File: src/rtl/xyolo_wr_pack_pkg.sv
// Shared types and helpers for the xyolo write-back packer.
package xyolo_wr_pack_pkg;

   // Packer control states
   typedef enum logic [1:0] {
      ST_IDLE  = 2'd0,
      ST_PACK  = 2'd1,
      ST_DRAIN = 2'd2,
      ST_DONE  = 2'd3
   } state_t;

   // Number of bytes covered by a field of the given bit width
   function automatic int bytes_of(input int bits);
      return bits / 8;
   endfunction

endpackage

File: src/rtl/xyolo_wr_fifo.sv
// Small first-word-fall-through FIFO holding packed write requests.
// The head entry is presented on pop_data whenever the FIFO is not empty;
// an empty FIFO presents all zeros so downstream fields read 0 after reset.
module xyolo_wr_fifo #(
   parameter int WIDTH = 8,
   parameter int DEPTH = 4
) (
   input  logic             clk,
   input  logic             rst,
   input  logic             push,
   input  logic [WIDTH-1:0] push_data,
   input  logic             pop,
   output logic [WIDTH-1:0] pop_data,
   output logic             full,
   output logic             empty
);
   localparam int PTR_W = $clog2(DEPTH);

   logic [PTR_W-1:0] wr_ptr_q, wr_ptr_d;
   logic [PTR_W-1:0] rd_ptr_q, rd_ptr_d;
   logic [PTR_W:0]   count_q, count_d;
   logic [WIDTH-1:0] mem_q [DEPTH];
   logic             do_push;
   logic             do_pop;

   assign full    = (count_q == (PTR_W + 1)'(DEPTH));
   assign empty   = (count_q == '0);
   assign do_pop  = pop && !empty;
   // A push into a full FIFO is legal only when the head leaves on the same edge
   assign do_push = push && (!full || do_pop);

   // Pointer and occupancy update
   always_comb begin
      wr_ptr_d = wr_ptr_q;
      rd_ptr_d = rd_ptr_q;
      count_d  = count_q;
      if (do_push) begin
         wr_ptr_d = wr_ptr_q + PTR_W'(1);
      end
      if (do_pop) begin
         rd_ptr_d = rd_ptr_q + PTR_W'(1);
      end
      case ({do_push, do_pop})
         2'b10:   count_d = count_q + (PTR_W + 1)'(1);
         2'b01:   count_d = count_q - (PTR_W + 1)'(1);
         default: count_d = count_q;
      endcase
   end

   // Pointer and occupancy registers
   always_ff @(posedge clk or negedge rst) begin
      if (!rst) begin
         wr_ptr_q <= '0;
         rd_ptr_q <= '0;
         count_q  <= '0;
      end else begin
         wr_ptr_q <= wr_ptr_d;
         rd_ptr_q <= rd_ptr_d;
         count_q  <= count_d;
      end
   end

   // Storage array; contents are don't-care until written
   always_ff @(posedge clk) begin
      if (do_push) begin
         mem_q[wr_ptr_q] <= push_data;
      end
   end

   assign pop_data = empty ? '0 : mem_q[rd_ptr_q];

endmodule

File: src/rtl/xyolo_wr_pack.sv
// Write-back packer: gathers result elements into memory words, assigns
// incrementing byte addresses and queues the words for the memory write port.
module xyolo_wr_pack
   import xyolo_wr_pack_pkg::*;
#(
   parameter int DATAPATH_W = 16,
   parameter int MEM_DATA_W = 256,
   parameter int ADDR_W     = 32,
   parameter int CNT_W      = 20,
   parameter int FIFO_DEPTH = 4
) (
   input  logic                    clk,
   input  logic                    rst,
   input  logic                    run,
   input  logic [ADDR_W-1:0]       base_addr,
   input  logic [CNT_W-1:0]        n_elems,
   output logic                    busy,
   output logic                    done,
   output logic                    ovf,
   input  logic                    in_valid,
   input  logic [DATAPATH_W-1:0]   in_data,
   output logic                    in_ready,
   output logic                    m_valid,
   input  logic                    m_ready,
   output logic [ADDR_W-1:0]       m_addr,
   output logic [MEM_DATA_W-1:0]   m_data,
   output logic [MEM_DATA_W/8-1:0] m_strb
);
   localparam int PACK   = MEM_DATA_W / DATAPATH_W;
   localparam int STRB_W = bytes_of(MEM_DATA_W);
   localparam int LANE_B = bytes_of(DATAPATH_W);
   localparam int IDX_W  = (PACK > 1) ? $clog2(PACK) : 1;
   localparam int FIFO_W = ADDR_W + MEM_DATA_W + STRB_W;
   localparam logic [ADDR_W-1:0] ADDR_INC = ADDR_W'(STRB_W);
   localparam logic [IDX_W-1:0]  IDX_LAST = IDX_W'(PACK - 1);

   state_t                 state_q, state_d;
   logic [ADDR_W-1:0]      addr_q, addr_d;
   logic [CNT_W-1:0]       n_q, n_d;
   logic [CNT_W-1:0]       cnt_q, cnt_d;
   logic [IDX_W-1:0]       idx_q, idx_d;
   logic                   ovf_q, ovf_d;
   logic                   done_q, done_d;
   logic [DATAPATH_W-1:0]  lane_q [PACK];
   logic [DATAPATH_W-1:0]  lane_d [PACK];

   logic                   accept;
   logic                   last_elem;
   logic                   push_word;
   logic [MEM_DATA_W-1:0]  word_data;
   logic [STRB_W-1:0]      word_strb;
   logic                   fifo_full;
   logic                   fifo_empty;
   logic                   fifo_pop;
   logic [FIFO_W-1:0]      fifo_in;
   logic [FIFO_W-1:0]      fifo_out;

   assign in_ready  = (state_q == ST_PACK) && !fifo_full;
   assign accept    = in_valid && in_ready;
   assign last_elem = (cnt_q == (n_q - CNT_W'(1)));
   // A word leaves the lane registers when its top lane fills or the run ends
   assign push_word = accept && ((idx_q == IDX_LAST) || last_elem);

   // Per-lane assembly: held lanes below idx, the incoming element at idx,
   // zero above idx with matching byte enables cleared
   for (genvar gi = 0; gi < PACK; gi++) begin : g_lane
      assign word_data[gi*DATAPATH_W +: DATAPATH_W] =
         (IDX_W'(gi) < idx_q)  ? lane_q[gi] :
         (IDX_W'(gi) == idx_q) ? in_data    : '0;
      assign word_strb[gi*LANE_B +: LANE_B] =
         (IDX_W'(gi) <= idx_q) ? {LANE_B{1'b1}} : {LANE_B{1'b0}};
      assign lane_d[gi] = (accept && (idx_q == IDX_W'(gi))) ? in_data : lane_q[gi];

      // Lane holding register
      always_ff @(posedge clk or negedge rst) begin
         if (!rst) begin
            lane_q[gi] <= '0;
         end else begin
            lane_q[gi] <= lane_d[gi];
         end
      end
   end

   // Control FSM next state, counters and sticky overflow
   always_comb begin
      state_d = state_q;
      addr_d  = addr_q;
      n_d     = n_q;
      cnt_d   = cnt_q;
      idx_d   = idx_q;
      ovf_d   = ovf_q;
      done_d  = (state_q == ST_DONE);
      case (state_q)
         ST_IDLE: begin
            if (run) begin
               addr_d  = base_addr;
               n_d     = n_elems;
               cnt_d   = '0;
               idx_d   = '0;
               ovf_d   = 1'b0;
               state_d = (n_elems == '0) ? ST_DONE : ST_PACK;
            end
         end
         ST_PACK: begin
            if (accept) begin
               cnt_d = cnt_q + CNT_W'(1);
               idx_d = push_word ? '0 : idx_q + IDX_W'(1);
               if (push_word) begin
                  addr_d = addr_q + ADDR_INC;
               end
               if (push_word && last_elem) begin
                  state_d = ST_DRAIN;
               end
            end
         end
         ST_DRAIN: begin
            // Empty FIFO means no write request is still pending
            if (fifo_empty) begin
               state_d = ST_DONE;
            end
         end
         ST_DONE: begin
            state_d = ST_IDLE;
         end
         default: begin
            state_d = ST_IDLE;
         end
      endcase
      // Elements offered while not accepted are dropped and flagged
      if ((state_q != ST_IDLE) && in_valid && !in_ready) begin
         ovf_d = 1'b1;
      end
   end

   // Control state registers
   always_ff @(posedge clk or negedge rst) begin
      if (!rst) begin
         state_q <= ST_IDLE;
         addr_q  <= '0;
         n_q     <= '0;
         cnt_q   <= '0;
         idx_q   <= '0;
         ovf_q   <= 1'b0;
         done_q  <= 1'b0;
      end else begin
         state_q <= state_d;
         addr_q  <= addr_d;
         n_q     <= n_d;
         cnt_q   <= cnt_d;
         idx_q   <= idx_d;
         ovf_q   <= ovf_d;
         done_q  <= done_d;
      end
   end

   assign fifo_in  = {addr_q, word_data, word_strb};
   assign fifo_pop = m_valid && m_ready;

   xyolo_wr_fifo #(
      .WIDTH (FIFO_W),
      .DEPTH (FIFO_DEPTH)
   ) u_fifo (
      .clk       (clk),
      .rst       (rst),
      .push      (push_word),
      .push_data (fifo_in),
      .pop       (fifo_pop),
      .pop_data  (fifo_out),
      .full      (fifo_full),
      .empty     (fifo_empty)
   );

   assign m_valid = !fifo_empty;
   assign m_addr  = fifo_out[FIFO_W-1 -: ADDR_W];
   assign m_data  = fifo_out[STRB_W +: MEM_DATA_W];
   assign m_strb  = fifo_out[STRB_W-1:0];

   assign busy = (state_q != ST_IDLE);
   assign done = done_q;
   assign ovf  = ovf_q;

endmodule

File: config.mk
export PLATFORM = sky130hd
export DESIGN_NAME = xyolo_wr_pack
export DESIGN_NICKNAME = d
export VERILOG_FILES = /design/src/rtl/xyolo_wr_pack_pkg.sv /design/src/rtl/xyolo_wr_fifo.sv /design/src/rtl/xyolo_wr_pack.sv
export SDC_FILE = /design/constraint.sdc
export NUM_CORES = 2
export LEC_CHECK = 0
export ABC_CLOCK_PERIOD_IN_PS = 13100
export BUFFER_PORTS_ARGS = -buffer_cell sky130_fd_sc_hd__buf_2
export CAP_MARGIN = 20
export CORE_MARGIN = 5
export CORE_UTILIZATION = 55
export CTS_CLUSTER_SIZE = 10
export DETAILED_ROUTE_END_ITERATION = 7
export PLACE_DENSITY = 0.78
export SETUP_SLACK_MARGIN = 0.05
export SKIP_LAST_GASP = 1
export SLEW_MARGIN = 40
export SYNTH_ARGS = -nofsm -noshare
export SYNTH_HDL_FRONTEND = slang
export SYNTH_HIERARCHICAL = 1
export SYNTH_SLANG_ARGS = --single-unit
export TNS_END_PERCENT = 10
File: constraint.sdc
create_clock -name clk -period 13.1 [get_ports clk]
set_clock_uncertainty 0.2 [all_clocks]
set_input_delay 0.655 -clock clk [delete_from_list [all_inputs] [get_ports clk]]
set_output_delay 0.655 -clock clk [all_outputs]
set_load 0.01 [all_outputs]
# Word-level counts from Yosys, hierarchy flattened
# Memory sizes are Yosys's and may differ from the RTL's.
# Index checks and enable logic that the tools add are counted.
word_totals:
  input_bits: 73
  ram_bits: 1280
  mem_count: 1
  out_inout_bits: 325
  word_cells: 225
  regBits: 343
memory_table:
  columns: ["memory", "words", "word_bits", "read_ports", "rd_clocked_by_memory_dff", "write_ports", "line_no", "rtl"]
  rows:
  - ["u_fifo.mem_q", 4, 320, 1, 0, 1, "xyolo_wr_fifo.sv:22", "logic [WIDTH-1:0] mem_q [DEPTH];"]
op_classes:
  magnitude_cmp: 32
  mux: 72
  n_eq_ne: 42
  n_reduce_logical: 44
  n_addsub: 8
op_table:
  columns: ["operator", "n"]
  rows:
  - ["two-way mux 16 bit", 32]
  - ["two-way mux 320 bit", 1]
  - ["two-way mux 32 bit", 3]
  - ["case mux 32 bit (2 select lines)", 1]
  - ["two-way mux 2 bit", 21]
  - ["two-way mux 20 bit", 2]
  - ["case mux 20 bit (2 select lines)", 1]
  - ["adder 32 x 6 -> 32 bit (second input constant)", 1]
  - ["== test 4 bit (first input constant)", 8]
  - ["== test 4 bit (second input constant)", 8]
  - ["<= comparator 4 bit (first input constant)", 8]
  - ["< comparator 4 bit (first input constant)", 8]
  - ["logical AND 1 bit", 25]
  - ["adder 20 x 1 -> 20 bit (second input constant)", 1]
  - ["== test 20 bit", 1]
  - ["zero test 20 bit", 1]
  - ["subtractor 20 x 1 -> 20 bit (second input constant)", 1]
  - ["== test 3 x 4 -> 1 bit (first input constant)", 4]
  - ["== test 4 x 3 -> 1 bit (second input constant)", 4]
  - ["<= comparator 3 x 4 -> 1 bit (first input constant)", 4]
  - ["< comparator 3 x 4 -> 1 bit (first input constant)", 4]
  - ["two-way mux 4 bit", 3]
  - ["nonzero test 2 bit", 5]
  - ["== test 2 x 4 -> 1 bit (first input constant)", 2]
  - ["28 further kinds", 49]

# Depth between registers and ports, before layout
depth:
  ltp_word: 9
  ltp_mapped: 18
  depth_no_buf: 18

# Modules after synthesis
# The synthesis kept the hierarchy.
by_module_without_submodules:
  columns: ["module", "seq_area_each_um2", "instances", "area_per_inst_um2", "cells_each"]
  rows:
  - ["xyolo_wr_fifo", 38612.0, 1, 48760.5, 2067]
  - ["xyolo_wr_pack", 8007.7, 1, 17128.9, 1637]

# Worst setup path before layout
# Ideal clock, no wire load.
synth_timing:
  kind: "register to register"
  start: "reg n_q[0]"
  end: "mem u_fifo/mem_q[0][0] (netlist bit), enable pin"
  setup_ns: 0.724
  slack_ns: 1.981
  synth_period_minus_slack_ns: 11.119
  path_buffers: 0
  t_arrival_ns: 10.195
  t_required_ns: 12.176
  path_stages_with_launch: 13
  path_cell_list: "dfrtp_1 -> inv_1 -> ha_1 -> or3b_2 -> or4_1 -> or4_4 -> a211oi_2 -> o21ai_2 -> nor3_1 -> nor2_1 -> nor2_1 -> o21a_1 -> and2_1"
synth_via:
  elab_chain_len: 7
synth_lines:
  columns: ["item", "line_no", "rtl"]
  rows:
  - ["start: declaration", "xyolo_wr_pack.sv:39", "logic [CNT_W-1:0] n_q, n_d;"]
  - ["start signal: assignment", "xyolo_wr_pack.sv:148", "n_q <= n_d;"]
  - ["subtractor 20 x 1 -> 20 bit", "xyolo_wr_pack.sv:60", "assign last_elem = (cnt_q == (n_q - CNT_W'(1)));"]
  - ["== test 20 bit", "xyolo_wr_pack.sv:60", null]
  - ["logical OR 1 bit", "xyolo_wr_pack.sv:62", "assign push_word = accept && ((idx_q == IDX_LAST) || last_elem);"]
  - ["logical AND 1 bit", "xyolo_wr_pack.sv:62", null]
  - ["via push_word", "xyolo_wr_pack.sv:49", "logic push_word;"]
  - ["logical AND 1 bit", "xyolo_wr_fifo.sv:30", "assign do_push = push && (!full || do_pop);"]
  - ["two-way mux 1 bit", "xyolo_wr_fifo.sv:65", "if (do_push) begin"]
  - ["two-way mux 1 bit (implied by the code)", "xyolo_wr_fifo.sv:66", "mem_q[wr_ptr_q] <= push_data;"]
  - ["end: declaration", "xyolo_wr_fifo.sv:22", null]
# The timed path passes the listed nets, and every way through them passes these cells.

# Final worst setup path
layout_timing:
  start: "reg n_q[8]"
  end: "mem u_fifo/mem_q[3][176] (netlist bit), enable pin"
# Same word-level chain as after synthesis.

==> impl_metrics.tcl <==
set metrics [dict create \
    outcome "finished clean" \
    dp_hpwl_um 92400 \
    postCtsSetupBuffers 0 \
    setup_violations 0 \
    antenna_left 0 \
    critPathKind "flip-flop to flip-flop" \
    final_cell_mix "edfxtp_1, buf_2, and2_1" \
    drive_gt1_share_pct 30.9 \
    synth_seq_cells 1607 \
    hold_depth 4 \
    clkSinkCount 1607 \
    async_reset_ff_share_pct 20.3 \
    critPathRequiredTime_ns 13.30 \
    hold_path.class "input port to flip-flop" \
    start_util_pct 55.1 \
    grt_pass1_vias 36700 \
    synth-edff-count 1280 \
    grt_overflow 0 \
    ir_worst_vdd_mv 0.123 \
    die_w_um 356 \
    post-route-period-util_pct 45.7 \
    synth_top_flop_cell "edfxtp_1" \
    setup_tns_ns 0 \
    final_common_cell "edfxtp_1" \
    synth_top_area_share_pct 58.3 \
    gp_congestion 0.824 \
    area.growth.synth_to_final_pct 15.2 \
    leakage_nw 26.7 \
    netlist_instances 3704 \
    drc 0 \
    clock.fmax_mhz 167 \
    die-area_sq_um 127000 \
    cts_buffers 180 \
    nets 4265 \
    max-slew-margin-rel_pct 42.4 \
    drtIter0Drc 3913 \
    ys_warn_count 6 \
    dieHeight_um 356 \
    max_cap_viol_count 0 \
    h-tree-depth 4 \
    synth_area_sq_um 65900 \
    whs_endpoint "u_fifo/rd_ptr_q[1]" \
    r2r_end "u_fifo/mem_q[3][176]" \
    worst_setup_path_end_kind "flip-flop" \
    cts_tree "built" \
    post-route-min-period_ns 5.99 \
    cts-hold-fix-buffers 55 \
    drv_slew 0 \
    synth.avg_cell_area_sq_um 17.8 \
    cts_root_buf "clkbuf_16" \
    num_vias 36100 \
    rsz0062_at_grt "false" \
    p_total_w 0.0150 \
    synth_area_leaders "edfxtp_1, dfrtp_1, mux4_2" \
    io_buffers 397 \
    synth_top_area_cell "edfxtp_1" \
    power_density_nw_per_um2 198 \
    clk_latency_ns 0.79 \
    cp.arrival_ns 6.19 \
    start_kind "flip-flop" \
    drt-pass1-iter-count 8 \
    grt_use_total_pct 25.3 \
    r2r_cells 13 \
    pin_count 398 \
    cts_resized 0 \
    finalHoldViolCount 0 \
    r2r_start "n_q[8]" \
    viasPerCell 6.07 \
    r2r_slack_ns 7.11 \
    ys_types 68 \
    grt_pass1_wl_um 238000 \
    antenna_found_initial 12 \
    tightestPinTransition_ns 0.862 \
    core_sq_um 119000 \
    grt_max_degree 136 \
    rows 127 \
    cts.reportedPaths.clkPinSlew_ns 0.05 \
    worstHoldStart "m_ready" \
    crit_path_max_fanout 60 \
    ys_seq_area_share_pct 70.8 \
    wl_per_cell_um 27.0 \
    cts.path.max_buffers 3 \
    routed_wl_um 160000 \
]
Yosys cell counts, drive strengths merged, types with 3 or more instances:
library cell,instances
a22o,128
nand2,213
or2,4
a211o,8
o21ai,49
mux2i,24
clkinv,4
o32ai,14
a32o,10
a2111oi,9
mux2,277
nor4,12
nand2b,10
nor2b,6
or4,9
edfxtp,1280
and3,14
xor2,31
o21a,3
inv,24
clkbuf,178
ha,16
nor2,73
buf,85
dfrtp,327
nand4,10
a21oi,22
or3b,4
a211oi,4
or3,7
nor3b,3
and2,351
a21o,3
nand3,82
nor3,46
mux4,320
xnor2,19
worst max path at each step:
stage            from                   end  slack (ns)  cells past startpoint
3_5_place_dp   n_q[7]  u_fifo/mem_q[3][176]        7.18                     13
4_1_cts        n_q[8]  u_fifo/mem_q[3][176]        7.12                     13
6_report       n_q[8]  u_fifo/mem_q[3][176]        7.11                     13
3_3_place_gp   n_q[7]  u_fifo/mem_q[3][101]        6.74                     12
5_1_grt        n_q[8]  u_fifo/mem_q[3][178]        6.83                     13
2_1_floorplan  n_q[0]    u_fifo/mem_q[0][0]        1.98                     12
power by group:
group / internal [W] / leakage [nW] / switching (W) / total (W)
Combinational: 0.00189 / 8.71 / 0.00238 / 0.00427
Clock: 0.00262 / 2.54 / 0.00197 / 0.00460
Sequential: 0.00588 / 15.4 / 0.000265 / 0.00614
cells by family (layout without fill, tap and decap cells):
family	count (synthesis)	in the layout	share of synthesized area, %
DFF	1607	1607	70.8
muxes	621	621	16.0
AOI/OAI and AO/OA	267	267	3.25
buffers and inverters	291	911	2.12
other	1	10	0.00569
xor gates and xnor gates	50	50	0.665
and+or+nand+nor	850	850	6.84
adders and majority gates	17	17	0.334
worst max-delay path: stages (launching register included):
cell     delay, ns
dfrtp_1       0.44
or4_1         0.67
nor4_1        0.59
nand3_1       0.17
xnor2_1       0.17
or4_1         0.50
nor3_1        0.36
nor2_1        0.11
nor2_1        0.13
o21a_1        0.27
and2_4        0.43
buf_16        0.22
buf_6         0.56
buf_4         0.69
final cells by class:
type | instances | area, sq um
Clock buffer | 321 | 5060
Multi-Input combinational cell | 1813 | 18000
Clock inverter | 17 | 338
Sequential cell | 1607 | 46600
Timing Repair Buffer | 545 | 3770
Fill cell | 8105 | 43600
Antenna cell | 2 | 5.00
Inverter | 28 | 106
Tap cell | 1612 | 2020
per-stage QoR:
| step | util [%] | std cells | worst slack (ns) | cell area (sq um) | hold slack, ns |
|---|---|---|---|---|---|
| detailed placement | 58.5 | 5547 | 7.18 | 69800 | 0.280 |
| finish | 63.5 | 5945 | 7.11 | 75900 | 0.192 |
| global placement | 58.0 | 5528 | 6.74 | 69300 | 0.271 |
| floorplan | - | 3711 | 1.98 | 65900 | 0.159 |
| CTS | 63.4 | 5940 | 7.12 | 75800 | 0.143 |
| global route | 63.5 | 5943 | 6.83 | 75900 | 0.182 |
metal layers:
layer	global-route usage, %	vias to the layer above	routed length, um
met5	0.415	-	68
met4	8.45	2	5090
met3	5.28	274	14000
met2	40.7	1714	79000
met1	35.1	18800	62100
li1	-	15300	-
sequential cells by signal, indices dropped and copies added (netlist names):
signal and flops:
done 1, cnt_q 20, idx_q 4, n_q 20, addr_q 32, u_fifo/mem_q 1280
state_q 2, u_fifo/rd_ptr_q 2, u_fifo/wr_ptr_q 2, u_fifo/count_q 3, ovf 1, lane_q 240
No activity file was read; power rests on OpenSTA's default activity.
